===== src/rtl/pwm_cmd_sched.sv =====
// Command scheduler: decodes one UART packet per command into per-channel shadow
// configuration and starts/stops pattern_pwm channels from an active copy of it.
module pwm_cmd_sched #(
  parameter int unsigned CH_NUM    = 2,
  parameter int unsigned PAT_WIDTH = 16
) (
  input  logic                          sys_clk_i,
  input  logic                          sys_rst_i,
  input  logic                          cmd_valid_i,
  input  logic [7:0]                    cmd_op_i,
  input  logic [7:0]                    cmd_ch_i,
  input  logic [15:0]                   cmd_arg0_i,
  input  logic [15:0]                   cmd_arg1_i,
  output logic                          cmd_ack_o,
  output logic                          cmd_err_o,
  output logic [7:0]                    cmd_drop_cnt_o,
  input  logic [CH_NUM-1:0]             pwm_busy_i,
  input  logic [CH_NUM-1:0]             pwm_valid_i,
  output logic [CH_NUM-1:0]             pwm_en_o,
  output logic [8*CH_NUM-1:0]           duty_num_o,
  output logic [16*CH_NUM-1:0]          pulse_dessert_o,
  output logic [8*CH_NUM-1:0]           pulse_num_o,
  output logic [PAT_WIDTH*CH_NUM-1:0]   pat_o,
  output logic                          led_enable_o
);

  localparam logic [7:0] OpcSetTiming = 8'h01;
  localparam logic [7:0] OpcSetPat    = 8'h02;
  localparam logic [7:0] OpcStart     = 8'h03;
  localparam logic [7:0] OpcStop      = 8'h04;
  localparam logic [7:0] OpcLedOn     = 8'h08;
  localparam logic [7:0] OpcLedOff    = 8'h09;
  localparam logic [7:0] ChAll        = 8'hFF;
  localparam int unsigned PatCopy     = (PAT_WIDTH < 16) ? PAT_WIDTH : 16;

  typedef enum logic [1:0] {StIdle, StDecode, StExec} state_e;
  typedef enum logic [2:0] {
    OpTiming, OpPat, OpStart, OpStop, OpLedOn, OpLedOff, OpBad
  } op_e;

  state_e state_q;
  logic [7:0]  op_q, ch_q;
  logic [15:0] arg0_q, arg1_q;
  op_e         kind_q;
  logic [CH_NUM-1:0] tgt_q;
  logic        rej_q;
  logic        cmd_ack_q, cmd_err_q, led_q;
  logic [7:0]  drop_q;
  logic [CH_NUM-1:0] pwm_en_q, pwm_en_d;

  logic [7:0]           sh_duty_q    [CH_NUM];
  logic [15:0]          sh_dessert_q [CH_NUM];
  logic [7:0]           sh_pnum_q    [CH_NUM];
  logic [PAT_WIDTH-1:0] sh_pat_q     [CH_NUM];
  logic [7:0]           act_duty_q    [CH_NUM];
  logic [15:0]          act_dessert_q [CH_NUM];
  logic [7:0]           act_pnum_q    [CH_NUM];
  logic [PAT_WIDTH-1:0] act_pat_q     [CH_NUM];

  op_e               kind;
  logic [CH_NUM-1:0] tgt, fin_clr;
  logic              ch_ok, is_led, dec_err;
  logic [PAT_WIDTH-1:0] pat_arg;

  // Classify the latched command; the decision is registered for EXEC.
  always_comb begin
    kind = OpBad;
    case (op_q)
      OpcSetTiming: kind = OpTiming;
      OpcSetPat:    kind = OpPat;
      OpcStart:     kind = OpStart;
      OpcStop:      kind = OpStop;
      OpcLedOn:     kind = OpLedOn;
      OpcLedOff:    kind = OpLedOff;
      default:      kind = OpBad;
    endcase
    tgt = '0;
    for (int n = 0; n < CH_NUM; n++) begin
      if (ch_q == ChAll || ch_q == 8'(n)) tgt[n] = 1'b1;
    end
    ch_ok   = (ch_q == ChAll) || (ch_q < 8'(CH_NUM));
    is_led  = (kind == OpLedOn) || (kind == OpLedOff);
    // Broadcast START is all-or-nothing: one conflicting channel rejects it.
    dec_err = (kind == OpBad) || (!is_led && !ch_ok) ||
              ((kind == OpStart) && |(tgt & (pwm_en_q | pwm_busy_i)));
  end

  always_comb begin
    pat_arg = '0;
    pat_arg[PatCopy-1:0] = arg0_q[PatCopy-1:0];
  end

  always_comb begin
    for (int n = 0; n < CH_NUM; n++) begin
      fin_clr[n] = pwm_valid_i[n] && pwm_en_q[n] && (act_pnum_q[n] != 8'd0);
    end
    pwm_en_d = pwm_en_q & ~fin_clr;
    if (state_q == StExec && !rej_q) begin
      if (kind_q == OpStart) pwm_en_d = pwm_en_d | tgt_q;
      if (kind_q == OpStop)  pwm_en_d = pwm_en_d & ~tgt_q;
    end
  end

  always_ff @(posedge sys_clk_i) begin
    if (sys_rst_i) begin
      state_q   <= StIdle;
      op_q      <= '0;
      ch_q      <= '0;
      arg0_q    <= '0;
      arg1_q    <= '0;
      kind_q    <= OpBad;
      tgt_q     <= '0;
      rej_q     <= 1'b0;
      cmd_ack_q <= 1'b0;
      cmd_err_q <= 1'b0;
      led_q     <= 1'b0;
      drop_q    <= '0;
      pwm_en_q  <= '0;
      for (int n = 0; n < CH_NUM; n++) begin
        sh_duty_q[n]     <= 8'd1;
        sh_dessert_q[n]  <= 16'd1;
        sh_pnum_q[n]     <= 8'd0;
        sh_pat_q[n]      <= PAT_WIDTH'(1);
        act_duty_q[n]    <= '0;
        act_dessert_q[n] <= '0;
        act_pnum_q[n]    <= '0;
        act_pat_q[n]     <= '0;
      end
    end else begin
      cmd_ack_q <= 1'b0;
      cmd_err_q <= 1'b0;
      pwm_en_q  <= pwm_en_d;
      if (cmd_valid_i && state_q != StIdle && drop_q != 8'hFF) drop_q <= drop_q + 8'd1;
      unique case (state_q)
        StIdle: begin
          if (cmd_valid_i) begin
            op_q    <= cmd_op_i;
            ch_q    <= cmd_ch_i;
            arg0_q  <= cmd_arg0_i;
            arg1_q  <= cmd_arg1_i;
            state_q <= StDecode;
          end
        end
        StDecode: begin
          kind_q  <= kind;
          tgt_q   <= tgt;
          rej_q   <= dec_err;
          state_q <= StExec;
        end
        StExec: begin
          state_q <= StIdle;
          if (rej_q) begin
            cmd_err_q <= 1'b1;
          end else begin
            cmd_ack_q <= 1'b1;
            unique case (kind_q)
              OpTiming: begin
                for (int n = 0; n < CH_NUM; n++) begin
                  if (tgt_q[n]) begin
                    sh_dessert_q[n] <= arg0_q;
                    sh_duty_q[n]    <= arg1_q[7:0];
                    sh_pnum_q[n]    <= arg1_q[15:8];
                  end
                end
              end
              OpPat: begin
                for (int n = 0; n < CH_NUM; n++) begin
                  if (tgt_q[n]) sh_pat_q[n] <= pat_arg;
                end
              end
              OpStart: begin
                for (int n = 0; n < CH_NUM; n++) begin
                  if (tgt_q[n]) begin
                    act_duty_q[n]    <= sh_duty_q[n];
                    act_dessert_q[n] <= sh_dessert_q[n];
                    act_pnum_q[n]    <= sh_pnum_q[n];
                    act_pat_q[n]     <= sh_pat_q[n];
                  end
                end
              end
              OpLedOn:  led_q <= 1'b1;
              OpLedOff: led_q <= 1'b0;
              OpStop, OpBad: ;
            endcase
          end
        end
        default: state_q <= StIdle;
      endcase
    end
  end

  always_comb begin
    for (int n = 0; n < CH_NUM; n++) begin
      duty_num_o[8*n +: 8]             = act_duty_q[n];
      pulse_dessert_o[16*n +: 16]      = act_dessert_q[n];
      pulse_num_o[8*n +: 8]            = act_pnum_q[n];
      pat_o[PAT_WIDTH*n +: PAT_WIDTH]  = act_pat_q[n];
    end
  end

  assign cmd_ack_o      = cmd_ack_q;
  assign cmd_err_o      = cmd_err_q;
  assign cmd_drop_cnt_o = drop_q;
  assign pwm_en_o       = pwm_en_q;
  assign led_enable_o   = led_q;

endmodule


===== config.mk =====
export PLATFORM = sky130hd
export DESIGN_NAME = pwm_cmd_sched
export DESIGN_NICKNAME = d
export VERILOG_FILES = /design/src/rtl/pwm_cmd_sched.sv
export SDC_FILE = /design/constraint.sdc
export NUM_CORES = 1
export LEC_CHECK = 0
export ABC_CLOCK_PERIOD_IN_PS = 5600
export CAP_MARGIN = 20
export CORE_MARGIN = 1
export CORE_UTILIZATION = 35
export CTS_CLUSTER_SIZE = 30
export DETAILED_ROUTE_END_ITERATION = 6
export HOLD_SLACK_MARGIN = 0.05
export PLACE_DENSITY = 0.54
export RECOVER_POWER = 100
export REMOVE_ABC_BUFFERS = 1
export SLEW_MARGIN = 20
export SYNTH_ARGS = -nofsm -noshare
export SYNTH_HDL_FRONTEND = slang
export SYNTH_SLANG_ARGS = --single-unit

===== constraint.sdc =====
create_clock -name sys_clk_i -period 5.6 [get_ports sys_clk_i]
set_input_delay 1.12 -clock sys_clk_i [delete_from_list [all_inputs] [get_ports sys_clk_i]]
set_output_delay 1.12 -clock sys_clk_i [all_outputs]
set_load 0.01 [all_outputs]

==> key figures, run 1 <==
Synth
  – Largest family of logic cells by synthesized area: simple AND/OR/NAND/NOR gates
  – Post-synthesis mux area share: less than 1%
  – Post-synth EDFFs: roughly 190
  – Synth area leader: edfxtp_1
  – Post-synthesis register bit count: around 260
  – Ys flop type: edfxtp_1
  – Post-Syn Area: around 0.0095 sq mm
  – Cell variety after synth: 39
  – Synth Area per Inst: 13.6 sq um
  – Synthesized netlist cell count: 702
  – Post-Synth XOR/XNOR Area: 0.643%
  – Yosys warns: 0
  – Dominant cells by area after synthesis: edfxtp_1, dfxtp_1, and2_1
  – Seq/Total Area, Yosys: 75.0%
  – Compound-gate portion of the synthesized area: 4.62%
  – Synth Area in Simple Gates: 17.5%
  – Async set-reset flop share out of synthesis: 0%
  – Synth top area share: around three fifths
  – Synth Area in Adders: 0.131%

CTS
  – CTS tree: yes
  – Resized cells post-CTS: 0
  – Root Buffer Master: clkbuf_16
  – Maximum root-to-sink buffer count: 3
  – Clock transition at path regs: 0.06 ns
  – Clock Sinks: roughly 260
  – CTS Hold Bufs: 0
  – Num CTS Buffers: 28
  – Post-CTS Repair Setup Buffers: 0
  – Later-pin clock latency in the skew report: approximately 0.54 ns
  – # H-tree levels: 1

Place
  – Placed insts: 1177
  – # port buffers: 163
  – RD Place Congestion: 0.756
  – Detail Placement HPWL: 12100 um

Final layout
  – # diodes: 0
  – Post-Layout Cell Count: 1230
  – Nets: slightly above 900
  – Most frequent cells in the layout: edfxtp_1, dlygate4sd3_1, nand2_1
  – Most common cell after layout, fill and taps aside: edfxtp_1
  – Fin util: 46.7%
  – Share of layout cells above drive strength 1: roughly 6.6%
  – Layout area overhead: 31.4%

GRT
  – Total grt overflow: 0
  – Total Routing Usage GR: 14.1%
  – First-pass GRT wire length: 30300 um
  – Met3 Usage GRT: approximately 3%
  – Top Usage Layer GRT: met2
  – Vias in the first global route: 5475
  – Number of antenna violations at the first check in global routing: 0
  – Largest net degree at the start of global routing: 97
  – Met1 Resource Use GR: 19.3%
  – GR Util met2: about 23%

Routing
  – Post-route DRC: 0
  – Total Wirelength: 19600 um
  – Wirelength per Cell: roughly 16 um
  – Antenna Nets Post-Route: 0
  – Drt via density: around 4.6
  – Routed vias: 5600
  – Iter 0 DRT Violations: ~310
  – First drt pass iteration count: 5

Timing
  – Final setup viols: 0
  – Final Hold Fails: 0
  – Slew of the pin with the lowest slew margin: 1.94 ns
  – Max Clock Skew: 0.0248 ns
  – Tmin final: 3.84 ns
  – Period utilization: 68.6%
  – Setup_tns: 0 ns
  – RSZ-0062 raised after global routing: false
  – F_max: 260 MHz
  – Slew Limit Fails: 67
  – Slew HR: -29.2%

Setup path
  – Worst Path Max Fanout: 75
  – WS Path Type: input pin to flop
  – CP startpoint kind: input pin
  – CP Capture Type: flop
  – CP required: 5.71 ns
  – Arr. time, crit path: 3.95 ns

Power and ir drop
  – Leakage power: between 4 and 5 nW
  – Pwr per Cell Area: between 300 and 400 mW/mm^2
  – Pwr Total: 4.44 mW
  – Worst vdd ir: 0.000295 V

Die
  – # rows: 60
  – Die width: 167 um
  – Initial Utilization: roughly 36%
  – Top Ports: 164
  – DIE AREA: between 0.02 and 0.03 sq mm
  – Die H: around 170 um
  – Core area: between 0.02 and 0.03 sq mm

Status
  – Outcome: complete, but fails checks
  – Failing checks: max-capacitance violations, max-slew violations

Job
  – Max-cap violation count: 2

Hold path
  – Hold WC Path Type: flop to flop
[logic make-up (layout without fill, tap and decap cells)]
logic type | count (synthesis) | count (layout)
AO/OA/AOI/OAI | 78 | 78
adder cells (fa/ha/maj) | 1 | 1
buffers and inverters | 37 | 224
flip-flops | 261 | 261
multiplexers | 2 | 2
XOR/XNOR | 7 | 7
AND/OR/NAND/NOR | 316 | 316
[synth_stat cells, drive strengths merged (2+ instances only)]
cell type	n
nand2b	7
nor4	4
dfxtp	69
a21o	6
xnor2	5
nor3	11
o21ai	5
and2	145
edfxtp	192
inv	2
nor2b	5
or4	3
xor2	2
mux2i	2
nand2	107
a31oi	2
nor3b	3
o22ai	3
a32oi	2
or3	2
buf	5
nor2	18
o21bai	2
nand3	6
clkbuf	30
a21oi	53
[metrics by stage]
step           hold WS [ns]  worst slack (ns)  area, sq um
3_5_place_dp          0.443              2.34        11500
5_1_grt               0.471              1.47        12500
3_3_place_gp          0.438              2.37        11500
2_1_floorplan         0.425              2.35         9360
6_report              0.450              1.76        12500
4_1_cts               0.451              2.89        12500
[registers in the layout (all words and copies together) (netlist names), 2 cells and up]
register,flops
act_dessert_q,32
act_duty_q,16
act_pat_q,32
act_pnum_q,16
arg0_q,16
arg1_q,16
ch_q,8
cmd_drop_cnt_o,8
kind_q,3
op_q,8
pwm_en_o,2
sh_dessert_q,32
sh_duty_q,16
sh_pat_q,32
sh_pnum_q,16
state_q,2
tgt_q,2
[cell type report]
type / instances / area (sq um)
Sequential cell: 261 / 7150
Clock inverter: 21 / 323
Inverter: 2 / 7.51
Timing Repair Buffer: 170 / 1680
Fill cell: 2401 / 14300
Multi-Input combinational cell: 404 / 2210
Clock buffer: 31 / 732
Tap cell: 341 / 427
[routing by layer]
metal	vias up	wire length, um
met1	2621	9010
met4	0	331
met5	-	0
met3	27	1230
li1	2785	-
met2	167	9000
[worst max-delay path, stage by stage]
cell and delay, ns:
clkbuf_1 0.10, buf_4 0.64, a21o_1 0.60, clkbuf_1 1.45
[where the power goes]
group	switching [mW]	total, mW	internal (mW)
registers	0.0324	2.17	2.14
clock network	0.738	2.05	1.31
logic	0.121	0.218	0.0969
total	0.892	4.44	3.55
[final timing paths]
check / startpoint / to / slack (ns) / cells after the start
setup / recovery: sys_rst_i / act_dessert_q[0][26] / 1.76 / 4
hold / removal: arg1_q[14] / arg1_q[14] / 0.45 / 2
hold reg to reg: arg1_q[14] / arg1_q[14] / 0.45 / 2
setup reg to reg: state_q[1] / act_dessert_q[0][26] / 2.03 / 4
No activity file was read; power rests on OpenSTA's default activity.
==> run 2, diff against run 1 <==
- ABC_CLOCK_PERIOD_IN_PS: 5600 -> 3550
- clock period: 5.6 -> 3.55 ns (I/O delays scaled with it)
==> key figures, run 2 (synthesized netlist as in run 1, its figures left out) <==
Status
  – Outcome: complete, no violations (was complete, but fails checks)

CTS
  – Post-CTS Repair Setup Buffers: 0 (unchanged)
  – Resized cells post-CTS: 0 (unchanged)
  – Root Buffer Master: clkbuf_16 (unchanged)
  – Later-pin clock latency in the skew report: 0.56 ns (was 0.54 ns)
  – CTS Hold Bufs: 0 (unchanged)
  – CTS tree: yes (unchanged)
  – Num CTS Buffers: 29 (was 28)
  – Clock transition at path regs: 0.06 ns (about the same)
  – Clock Sinks: 261 (unchanged)
  – Maximum root-to-sink buffer count: 3 (unchanged)
  – # H-tree levels: 1 (unchanged)

GRT
  – Vias in the first global route: 5434 (was 5475)
  – Largest net degree at the start of global routing: 97 (unchanged)
  – Total Routing Usage GR: 14.2% (was 14.1%)
  – Number of antenna violations at the first check in global routing: 1 (was 0)
  – Total grt overflow: 0 (unchanged)
  – First-pass GRT wire length: 30700 um (was 30300 um)

Final layout
  – Layout area overhead: 30.3% (was 31.4%)
  – Share of layout cells above drive strength 1: 6.24% (was 6.64%)
  – Most common cell after layout, fill and taps aside: edfxtp_1 (unchanged)
  – Fillers: 2417 (was 2401)
  – # diodes: 0 (unchanged)
  – Fin util: 46.3% (was 46.7%)
  – Most frequent cells in the layout: edfxtp_1, dlygate4sd3_1, nand2_1 (unchanged)
  – Post-Layout Cell Count: 1238 (was 1230)
  – Nets: 930 (was 923)

Routing
  – Antenna Nets Post-Route: 0 (unchanged)
  – First drt pass iteration count: 4 (was 5)
  – Iter 0 DRT Violations: 383 (was 308)
  – Total Wirelength: 19600 um (about the same)
  – Routed vias: 5615 (was 5600)
  – Drt via density: 4.54 (was 4.55)
  – Post-route DRC: 0 (unchanged)
  – Wirelength per Cell: 15.9 um (about the same)

Die
  – DIE AREA: 0.0279 sq mm (unchanged)
  – Core area: 0.0268 sq mm (unchanged)
  – Die width: 167 um (unchanged)
  – Die H: 167 um (unchanged)
  – Top Ports: 164 (unchanged)
  – # rows: 60 (unchanged)
  – Initial Utilization: 35.6% (unchanged)

Timing
  – Hold WS: 0.451 ns (was 0.450 ns)
  – F_max: 364 MHz
  – Final Hold Fails: 0 (unchanged)
  – Period utilization: just under 80%
  – Slew of the pin with the lowest slew margin: 1.45 ns (was 1.94 ns)
  – Final setup viols: 0 (unchanged)
  – Tmin final: approximately 2.7 ns
  – Slew Limit Fails: 0 (was 67)
  – Slew HR: 3.41% (was -29.2%)
  – RSZ-0062 raised after global routing: false (unchanged)
  – Setup_tns: 0 ns (unchanged)
  – Max Clock Skew: 0.0194 ns (was 0.0248 ns)

Place
  – # port buffers: 163 (unchanged)
  – Placed insts: 1184 (was 1177)
  – RD Place Congestion: 0.754 (was 0.756)
  – Detail Placement HPWL: 12600 um (was 12100 um)

Setup path
  – Arr. time, crit path: 3.13 ns (was 3.95 ns)
  – CP Capture Type: flop (unchanged)
  – CP startpoint kind: input pin (unchanged)
  – Worst Path Max Fanout: 31 (was 75)
  – WS Path Type: input pin to flop (unchanged)
  – CP required: 3.93 ns (was 5.71 ns)

Power and ir drop
  – Pwr per Cell Area: 531 mW/mm^2 (was 355 mW/mm^2)
  – Pwr Total: 6.60 mW (was 4.44 mW)
  – Gate power share: 5.2% (was 4.9%)
  – Clk pwr share: 42.8% (was 46.2%)
  – Leakage power: 4.57 nW (was 4.62 nW)
  – Net switching power figure: 1.41 mW (was 892 uW)
  – Cell-internal power: 5.19 mW (was 3.55 mW)
  – Sequential share of power: 52.0% (was 48.9%)
  – Switch share: 21.4% (was 20.1%)
  – Worst vdd ir: 0.000249 V (was 0.000295 V)

Job
  – Max-cap violation count: 0 (was 2)

Hold path
  – Hold WC Path Type: flop to flop (unchanged)
==> run 2: changes by cell type in the layout (fill, tap and decap cells not counted), moves of 2 or more <==
| cell | before | now |
|---|---|---|
| a21o_1 | 5 | 3 |
| a21o_2 | 1 | 3 |
| buf_4 | 3 | 8 |
| bufinv_16 | 8 | 1 |
| clkbuf_1 | 5 | 13 |
| clkinv_1 | 1 | 3 |
| clkinv_2 | 8 | 5 |
==> run 2: final timing paths <==
check	startpoint	endpoint	slack, ns	cells after the start
max	sys_rst_i	sh_pnum_q[0][0]	0.80	5
min reg2reg	arg1_q[13]	arg1_q[13]	0.45	2
min	arg1_q[13]	arg1_q[13]	0.45	2
max reg2reg	state_q[1]	act_duty_q[0][6]	1.01	4
==> run 2: per-layer routing <==
layer | vias to the layer above | global-route usage, % | wire length (um)
met5 | - | 0 | 17
met4 | 2 | 3.42 | 400
met3 | 37 | 3.54 | 1140
met2 | 160 | 23.1 | 9070
met1 | 2618 | 19.0 | 9010
li1 | 2798 | - | -
==> run 2: area by class of cell <==
| class | instances | area [sq um] | share of cell area, % |
|---|---|---|---|
| well taps | 341 | 427 | 3.44 |
| clock buffers | 41 | 805 | 6.48 |
| repair buffers | 176 | 1720 | 13.9 |
| flip-flops and latches | 261 | 7150 | 57.6 |
| clock inverters | 13 | 110 | 0.887 |
| multi-input cells | 404 | 2200 | 17.7 |
| inverters | 2 | 7.51 | 0.0605 |
==> run 2: worst max-delay path: stages <==
cell and delay (ns):
clkbuf_1 0.55, or4_1 0.77, nor2b_1 0.25, clkbuf_1 0.57, and2_0 0.26
==> run 2: power groups by stage <==
stage	Combinational [mW]	Clock, mW	Sequential, mW
4_1_cts	0.370	2.89	3.43
3_5_place_dp	0.369	0	3.50
6_report	0.345	2.83	3.43
3_3_place_gp	0.366	0	3.49
2_1_floorplan	0.128	0	3.50
5_1_grt	0.379	3.02	3.44
==> run 2: per-stage QoR <==
stage	setup WS, ns	cell area (sq um)
global placement	0.996	11500
global route	0.648	12400
floorplan	0.709	9360
CTS	1.25	12400
detailed placement	0.971	11500
finish	0.802	12400
==> run 3, diff against run 2 <==
- ABC_CLOCK_PERIOD_IN_PS: 3550 -> 2400
- PLACE_DENSITY: 0.54 -> 0.56
- clock period: 3.55 -> 2.4 ns (I/O delays scaled with it)
==> key figures, run 3 (synthesized netlist as in run 1, its figures left out) <==
Status
  – Outcome: complete, no violations (unchanged)

Setup path
  – CP delay by family, top: simple AND/OR/NAND/NOR gates (unchanged)
  – Reg2Reg Depth: 4 (unchanged)
  – Setup slack, reg-to-reg: 0.21 ns (was 1.01 ns)
  – Crit-path max cell delay: 0.50 ns (was 0.77 ns)
  – Arr. time, crit path: 2.34 ns (was 3.13 ns)
  – CP required: 2.55 ns (was 3.93 ns)
  – CP Capture Type: flop (unchanged)
  – Worst Path Max Fanout: 32 (was 31)
  – CP bufs+invs: 1 (was 2)
  – WS Path Type: flop to flop (was input pin to flop)
  – CP max-delay cell: clkbuf_4 (was or4_1)
  – CP startpoint kind: flop (was input pin)
  – Critical path depth in cells: 4 (was 5)
  – Crit path cell chain: nor3b_1 -> and2_0 -> a21o_2 -> clkbuf_4 (was clkbuf_1 -> or4_1 -> nor2b_1 -> clkbuf_1 -> and2_0)
  – RR Endpoint: sh_dessert_q[0][19] (was act_duty_q[0][6])
  – FF-to-FF Start: state_q[1] (unchanged)

GRT
  – Largest net degree at the start of global routing: 97 (unchanged)
  – Total Routing Usage GR: 14.3% (was 14.2%)
  – Number of antenna violations at the first check in global routing: 1 (unchanged)
  – Vias in the first global route: 5416 (was 5434)
  – First-pass GRT wire length: 30700 um (about the same)
  – Total grt overflow: 0 (unchanged)

Power and ir drop
  – Pwr per Cell Area: 768 mW/mm^2 (was 531 mW/mm^2)
  – Leakage power: 4.60 nW (was 4.57 nW)
  – Pwr Total: 9.56 mW (was 6.60 mW)
  – Worst vdd ir: 0.000474 V (was 0.000249 V)

Routing
  – Iter 0 DRT Violations: 329 (was 383)
  – First drt pass iteration count: 4 (unchanged)
  – Routed vias: 5632 (was 5615)
  – Wirelength per Cell: 16.0 um (was 15.9 um)
  – Total Wirelength: 19800 um (was 19600 um)
  – Antenna Nets Post-Route: 0 (unchanged)
  – Post-route DRC: 0 (unchanged)
  – Drt via density: 4.55 (was 4.54)

CTS
  – Maximum root-to-sink buffer count: 3 (unchanged)
  – # H-tree levels: 1 (unchanged)
  – CTS Hold Bufs: 0 (unchanged)
  – Later-pin clock latency in the skew report: 0.52 ns (was 0.56 ns)
  – Root Buffer Master: clkbuf_16 (unchanged)
  – Clock transition at path regs: 0.06 ns (about the same)
  – Resized cells post-CTS: 0 (unchanged)
  – Num CTS Buffers: 27 (was 29)
  – Post-CTS Repair Setup Buffers: 0 (unchanged)
  – Clock Sinks: 261 (unchanged)
  – CTS tree: yes (unchanged)

Final layout
  – Most common cell after layout, fill and taps aside: edfxtp_1 (unchanged)
  – Layout area overhead: 30.6% (was 30.3%)
  – Most frequent cells in the layout: edfxtp_1, dlygate4sd3_1, nand2_1 (unchanged)
  – Nets: 932 (was 930)
  – # diodes: 0 (unchanged)
  – Fin area: 0.0124 sq mm (about the same)
  – Share of layout cells above drive strength 1: 6.69% (was 6.24%)
  – Fillers: 2458 (was 2417)

Die
  – DIE AREA: 0.0279 sq mm (unchanged)
  – Top Ports: 164 (unchanged)
  – Core area: 0.0268 sq mm (unchanged)
  – Die width: 167 um (unchanged)
  – # rows: 60 (unchanged)
  – Die H: 167 um (unchanged)
  – Initial Utilization: 35.6% (unchanged)

Timing
  – Slew Limit Fails: 0 (unchanged)
  – Slew HR: 6.67% (was 3.41%)
  – Setup_tns: 0 ns (unchanged)
  – Period utilization: 91.1%
  – Max Clock Skew: 0.00741 ns (was 0.0194 ns)
  – F_max: 457 MHz
  – Tmin final: 2.19 ns
  – Slew of the pin with the lowest slew margin: 1.40 ns (was 1.45 ns)
  – RSZ-0062 raised after global routing: false (unchanged)
  – Final setup viols: 0 (unchanged)
  – Final Hold Fails: 0 (unchanged)

Job
  – Max-cap violation count: 0 (unchanged)

Place
  – # port buffers: 163 (unchanged)
  – RD Place Congestion: 0.744 (was 0.754)
  – Post-DP Area: 0.0117 sq mm (was 0.0115 sq mm)
  – Detail Placement HPWL: 12300 um (was 12600 um)

Hold path
  – Hold-critical path endpoint: arg1_q[2] (was arg1_q[13])
  – Hold path startpoint: arg1_q[2] (was arg1_q[13])
  – WHS Path Cells: 2 (unchanged)
  – Hold WC Path Type: flop to flop (unchanged)
## run 3: worst reg2reg max path: stages (launching register included)
cell and delay [ns]:
dfxtp_1 0.42, nor3b_1 0.38, and2_0 0.34, a21o_2 0.17, clkbuf_4 0.50
## run 3: metal layers
layer	track usage [%]	share of wire [%]	up-vias	wire, um
met4	3.50	1.8	2	353
met3	2.99	5.5	26	1090
li1	-	-	2807	-
met5	0	0.066	-	13
met1	18.5	44	2646	8640
met2	24.6	49	151	9680
## run 3: how the worst max path moves through the flow
stage               slack (ns)                   end  startpoint
floorplan                -0.21   act_dessert_q[0][0]   sys_rst_i
global placement          0.31  act_dessert_q[0][28]   sys_rst_i
detailed placement        0.29   act_dessert_q[0][9]   sys_rst_i
CTS                       0.32  act_dessert_q[0][28]  state_q[0]
global route              0.09       sh_pnum_q[0][9]  state_q[1]
finish                    0.21   sh_dessert_q[0][19]  state_q[1]
## run 3: area by class of cell
cell class | count | area [sq um] | area share, %
clock inverters | 14 | 124 | 0.995
clock buffers | 36 | 719 | 5.78
well taps | 341 | 427 | 3.43
flip-flops and latches | 261 | 7150 | 57.4
multi-input cells | 404 | 2210 | 17.8
inverters | 2 | 7.51 | 0.0603
repair buffers | 180 | 1810 | 14.5
## run 3: per-stage QoR
| step | utilization [%] | std cells | setup slack (ns) | hold slack (ns) |
|---|---|---|---|---|
| 3_3_place_gp | 43.5 | 1188 | 0.315 | 0.437 |
| 6_report | 46.4 | 1238 | 0.213 | 0.447 |
| 2_1_floorplan | - | 667 | -0.211 | 0.425 |
| 5_1_grt | 46.4 | 1238 | 0.0931 | 0.466 |
| 4_1_cts | 46.6 | 1238 | 0.321 | 0.451 |
| 3_5_place_dp | 43.5 | 1188 | 0.285 | 0.443 |
## run 3: power by group
part	total, mW	internal [mW]	switching (mW)
registers	5.07	4.99	0.0748
logic	0.531	0.242	0.289
clock network	3.96	2.32	1.64
==> edit 1: new RTL, flow settings as in run 2 <==
The parameter `PAT_WIDTH` goes from 16 to 20.
--- a/src/rtl/pwm_cmd_sched.sv
+++ b/src/rtl/pwm_cmd_sched.sv
@@ -3,5 +3,5 @@
 module pwm_cmd_sched #(
   parameter int unsigned CH_NUM    = 2,
-  parameter int unsigned PAT_WIDTH = 16
+  parameter int unsigned PAT_WIDTH = 20
 ) (
   input  logic                          sys_clk_i,
Ports: changed (resized pat_o); port bits go from 164 to 172. The function was not compared with the original's and may differ.
==> edit 1 against run 2 <==
  * Setup slack better by 87 ps
  * Final cell count about the same
  * The run now ends with max-capacitance violations, max-slew violations left
  * Wire length down 1.7%
  * Sequential cell count unchanged
  * Sequential share of layout area down 0.052 points
  * Combinational power about the same
  * Design area about the same
  * Area after synthesis up 0.67%
  * Total power about the same
==> edit 1: results (changes against run 2) <==
status: "finished with violations"
violations: "max-capacitance violations, max-slew violations"
vias_per_cell: 4.51  # -0.49%
hold_end: "arg1_q[0]"
cp.arrival_ps: 2800  # -330 ps
synth_async_sr_flop_share_pct: 0  # unchanged
cts.repair.resized: 0  # unchanged
synth.distinct_cells: 42  # +7.7%
gp_congestion: 0.747  # -0.88%
path_clk_slew_ps: 60  # about the same
diodes: 0  # unchanged
ir_worst_vdd_v: 0.000314  # +26%
track_usage_pct: 13.7  # -0.45 points
hold_ws_ps: 448  # -2.51 ps
finalMaxSlewViolations: 83  # +83
final_cells: 1239  # +0.081%
clk_latency_ps: 540  # -20 ps
dpl-instance-area_mm2: 0.0116  # +0.15%
ys.flop_type: "edfxtp_1"
hold_start: "arg1_q[0]"
postCtsSetupRepairBufs: 0  # unchanged
r2r_start: "state_q[1]"
grt_pass1_vias: 5328  # -2.0%
syn_avg_cell_area_um2: 13.5  # -0.60%
grt_max_degree: 97  # unchanged
ctsHtreeMaxLevel: 1  # unchanged
numCtsBuffers: 28  # -3.4%
hold_class: "flop to flop"
worst-slew-pin-transition_ps: 1940  # +493 ps
dr.first_iter.drc_count: 223  # -42%
yosysSeqAreaShare_pct: 74.5  # -0.50 points
leakagePower_nw: 4.59  # +0.42%
r2r_cells: 4  # unchanged
crit_path_max_fanout: 48  # +55%
hold_depth: 2  # unchanged
dp_hpwl_mm: 12.0  # -4.4%
nNetsFinal: 932  # +0.22%
antenna_found_initial: 0  # -1
cts-root-buf: "clkbuf_16"
r2r-end: "act_dessert_q[0][3]"
max_stage_delay_ps: 1000  # +230 ps
hold_violations: 0  # unchanged
maxCapViolations: 2  # +2
synthTopCellsByArea: "edfxtp_1 60%, dfxtp_1 14%, and2_1 9.5%, nand2_1 4.2%, a21oi_1 2.8%"
finalClockSkew_ps: 9.47  # -9.88 ps
reg2reg_slack_ps: 890  # -120 ps
fill_cells: 2429  # +0.50%
port-buffer-count: 163  # unchanged
slowest_stage: "clkbuf_2"
grt_pass1_wl_mm: 29.8  # -3.0%
yosysWarnings: 0  # unchanged
wl_per_cell_um: 15.6  # -1.8%
synth_common_cells: "192 x edfxtp_1, 145 x and2_1, 107 x nand2_1, 69 x dfxtp_1, 53 x a21oi_1"
drive_gt1_share_pct: 5.46  # -0.79 points
drt_first_pass_iters: 7  # +3
synth_edf_count: 192  # unchanged
cts_buffer_depth: 3  # unchanged
post-place-ws_ps: 788  # -184 ps
-- edit 1: critical path, delay by kind of cell (launching register included) --
kind                   cells  cell delay (ps)
buffers and inverters      1             1000
and+or+nand+nor            2              640
DFF                        1              410
AOI/OAI and AO/OA          1              160
-- edit 1: layout make-up --
type	count	area [µm²]	area share (%)
timing repair buffer	171	1710	13.8
clock inverter	16	135	1.09
sequential	261	7150	57.5
inverter	2	7.51	0.0604
multi-input combinational	412	2220	17.9
clock buffer	36	772	6.21
tap	341	427	3.43
-- edit 1: routing by layer --
metal / track usage [%] / up-vias / part of all wire (%)
li1: - / 2789 / -
met1: 17.8 / 2599 / 44
met2: 23.3 / 175 / 47
met3: 3.24 / 29 / 7.1
met4: 3.27 / 0 / 1.8
met5: 0 / - / 0
-- edit 1: worst max-delay path by stage --
stage / startpoint / to / slack, ps / cells past startpoint
after floorplan: sys_rst_i / act_dessert_q[0][0] / 710 / 3
after detailed placement: sys_rst_i / sh_duty_q[0][0] / 790 / 5
after CTS: cmd_drop_cnt_o[2] / cmd_drop_cnt_o[2] / 1220 / 1
after global routing: cmd_valid_i / ch_q[5] / 680 / 4
after global placement: sys_rst_i / sh_duty_q[0][0] / 860 / 5
final: state_q[1] / act_dessert_q[0][3] / 890 / 4
-- edit 1: report_power, final --
group	internal, mW	switching (mW)
registers	3.38	0.0504
logic	0.152	0.194
clock network	1.68	1.14
total	5.20	1.39
-- edit 1: cell families (layout without fill, tap and decap cells) --
group           count (synthesis)  count (layout)  synth area share, %
compound gates                 78              78                 4.59
xor+xnor                        7               7                0.639
fa+ha+maj                       1               1                0.130
buf+inv                        45             225                 2.47
flops                         261             261                 74.5
mux                             2               2                0.209
other cells                     1               8               0.0391
simple gates                  316             316                 17.4
==> edit 2: new RTL, settings of run 2 <==
Without the edit above. The 3 states of `state_e` get a one-hot encoding in 3 bits.
--- a/src/rtl/pwm_cmd_sched.sv
+++ b/src/rtl/pwm_cmd_sched.sv
@@ -34,5 +34,5 @@
   localparam int unsigned PatCopy     = (PAT_WIDTH < 16) ? PAT_WIDTH : 16;
 
-  typedef enum logic [1:0] {StIdle, StDecode, StExec} state_e;
+  typedef enum logic [2:0] {StIdle = 3'b001, StDecode = 3'b010, StExec = 3'b100} state_e;
   typedef enum logic [2:0] {
     OpTiming, OpPat, OpStart, OpStop, OpLedOn, OpLedOff, OpBad
Behaviour: no difference found for any inputs over 4 cycles, from zero or initial values and one cycle with sys_rst_i high; so few cycles prove little.
==> edit 2 against run 2 <==
  * Total power grew 0.30%
  * Design area is 0.74% higher
  * Fmax rose by 0.14%
  * Sequential cell count increased by 1
  * Utilization rose by 0.081 points
  * The run now ends with max-capacitance violations, max-slew violations left
  * Setup slack better by 3.9 ps
  * Via count grew 3.4%
  * Wire length is 2.5% higher
  * Area after synthesis is 0.92% higher
==> edit 2: results (changes against run 2) <==
status: "finished with violations"
violations: "max-capacitance violations, max-slew violations"
finalMaxSlewViolations: 50  # +50
path_clk_slew_ps: 60  # about the same
hold_end: "arg1_q[2]"
dp_hpwl_mm: 12.6  # +0.42%
dr.first_iter.drc_count: 350  # -8.6%
reg2reg_slack_ps: 810  # -200 ps
r2r_cells: 5  # +1
use_met2_pct: 23.4  # +0.28 points
use_met1_pct: 19.2  # +0.26 points
synth.distinct_cells: 45  # +15%
finalClockSkew_ps: 13.3  # -6.06 ps
nNetsFinal: 943  # +1.4%
hold_start: "arg1_q[2]"
synthTopCellsByArea: "edfxtp_1 60%, dfxtp_1 15%, and2_1 9.4%, nand2_1 4.4%, a21oi_1 3.0%"
maxCapViolations: 1  # +1
crit_path_max_fanout: 48  # +55%
yosysSeqAreaShare_pct: 74.5  # -0.47 points
drive_gt1_share_pct: 6.49  # +0.25 points
wl_per_cell_um: 16.1  # +1.5%
synth_common_cells: "192 x edfxtp_1, 144 x and2_1, 113 x nand2_1, 70 x dfxtp_1, 58 x a21oi_1"
gp_congestion: 0.748  # -0.73%
numCtsBuffers: 28  # -3.4%
use_met3_pct: 2.69  # -0.85 points
num_vias: 5807  # +3.4%
grt_pass1_vias: 5644  # +3.9%
hold_violations: 0  # unchanged
grt_pass1_wl_mm: 31.2  # +1.6%
clk_latency_ps: 530  # -30 ps
track_usage_pct: 14.2  # +0.015 points
dpl-instance-area_mm2: 0.0117  # +1.2%
r2r-end: "act_pat_q[0][12]"
r2r_start: "state_q[0]"
## edit 2: cell count changes in the layout (fill, tap and decap cells not counted), sizes merged, moves of 5 or more
| cell | delta |
|---|---|
| or4 | +8 |
| nor2 | -7 |
| nor3 | -7 |
| o21ai | +7 |
| a21o | -6 |
| nand2 | +6 |
| nand2b | -6 |
| or3 | +6 |
| a21oi | +5 |
| o31ai | +5 |
## edit 2: per-stage QoR
stage,worst slack (ps),std cells,hold slack [ps]
after floorplan,-420,678,426
after global placement,866,1198,438
after detailed placement,850,1198,443
after CTS,1220,1250,452
after global routing,561,1250,468
final,806,1250,449
## edit 2: final cells by class
class	instances	area (µm²)
Fill cell	2457	14400
Sequential cell	262	7170
Multi-Input combinational cell	411	2260
Timing Repair Buffer	179	1720
Clock buffer	35	737
Tap cell	341	427
Clock inverter	17	173
Inverter	5	18.8
## edit 2: power breakdown
group | leakage, nW | switching, mW | total, mW | internal (mW)
registers | 2.53 | 0.0520 | 3.44 | 3.39
clock network | 0.447 | 1.14 | 2.83 | 1.69
logic | 1.58 | 0.197 | 0.349 | 0.152
total | 4.56 | 1.38 | 6.62 | 5.23
## edit 2: logic make-up after synthesis
group	after synthesis	share of synthesized area [%]
adder cells (fa/ha/maj)	1	0.130
multiplexers	1	0.104
XOR/XNOR	2	0.182
AO/OA/AOI/OAI	87	5.02
buffers and inverters	40	1.96
AND/OR/NAND/NOR	320	18.1
flip-flops	262	74.5
## edit 2: critical path, stage by stage (launching register included)
cell,delay [ps]
dfxtp_1,340
nor4b_1,310
clkbuf_1,300
nand3_1,170
nand2_2,90
clkbuf_2,1030
## edit 2: how the worst max path moves through the flow
stage | end | startpoint | slack [ps]
3_5_place_dp | act_duty_q[0][11] | sys_rst_i | 850
2_1_floorplan | sh_dessert_q[0][0] | state_q[0] | -420
3_3_place_gp | act_pnum_q[0][9] | sys_rst_i | 870
4_1_cts | sh_pnum_q[0][12] | state_q[0] | 1220
6_report | act_pat_q[0][12] | state_q[0] | 810
5_1_grt | act_pat_q[0][26] | state_q[0] | 560
## edit 2: routing by layer
metal	part of all wire, %	wire length, µm	vias to the layer above
li1	-	-	2879
met1	45	9130	2732
met2	47	9570	167
met3	5.6	1120	29
met4	1.6	324	0
met5	0	0	-
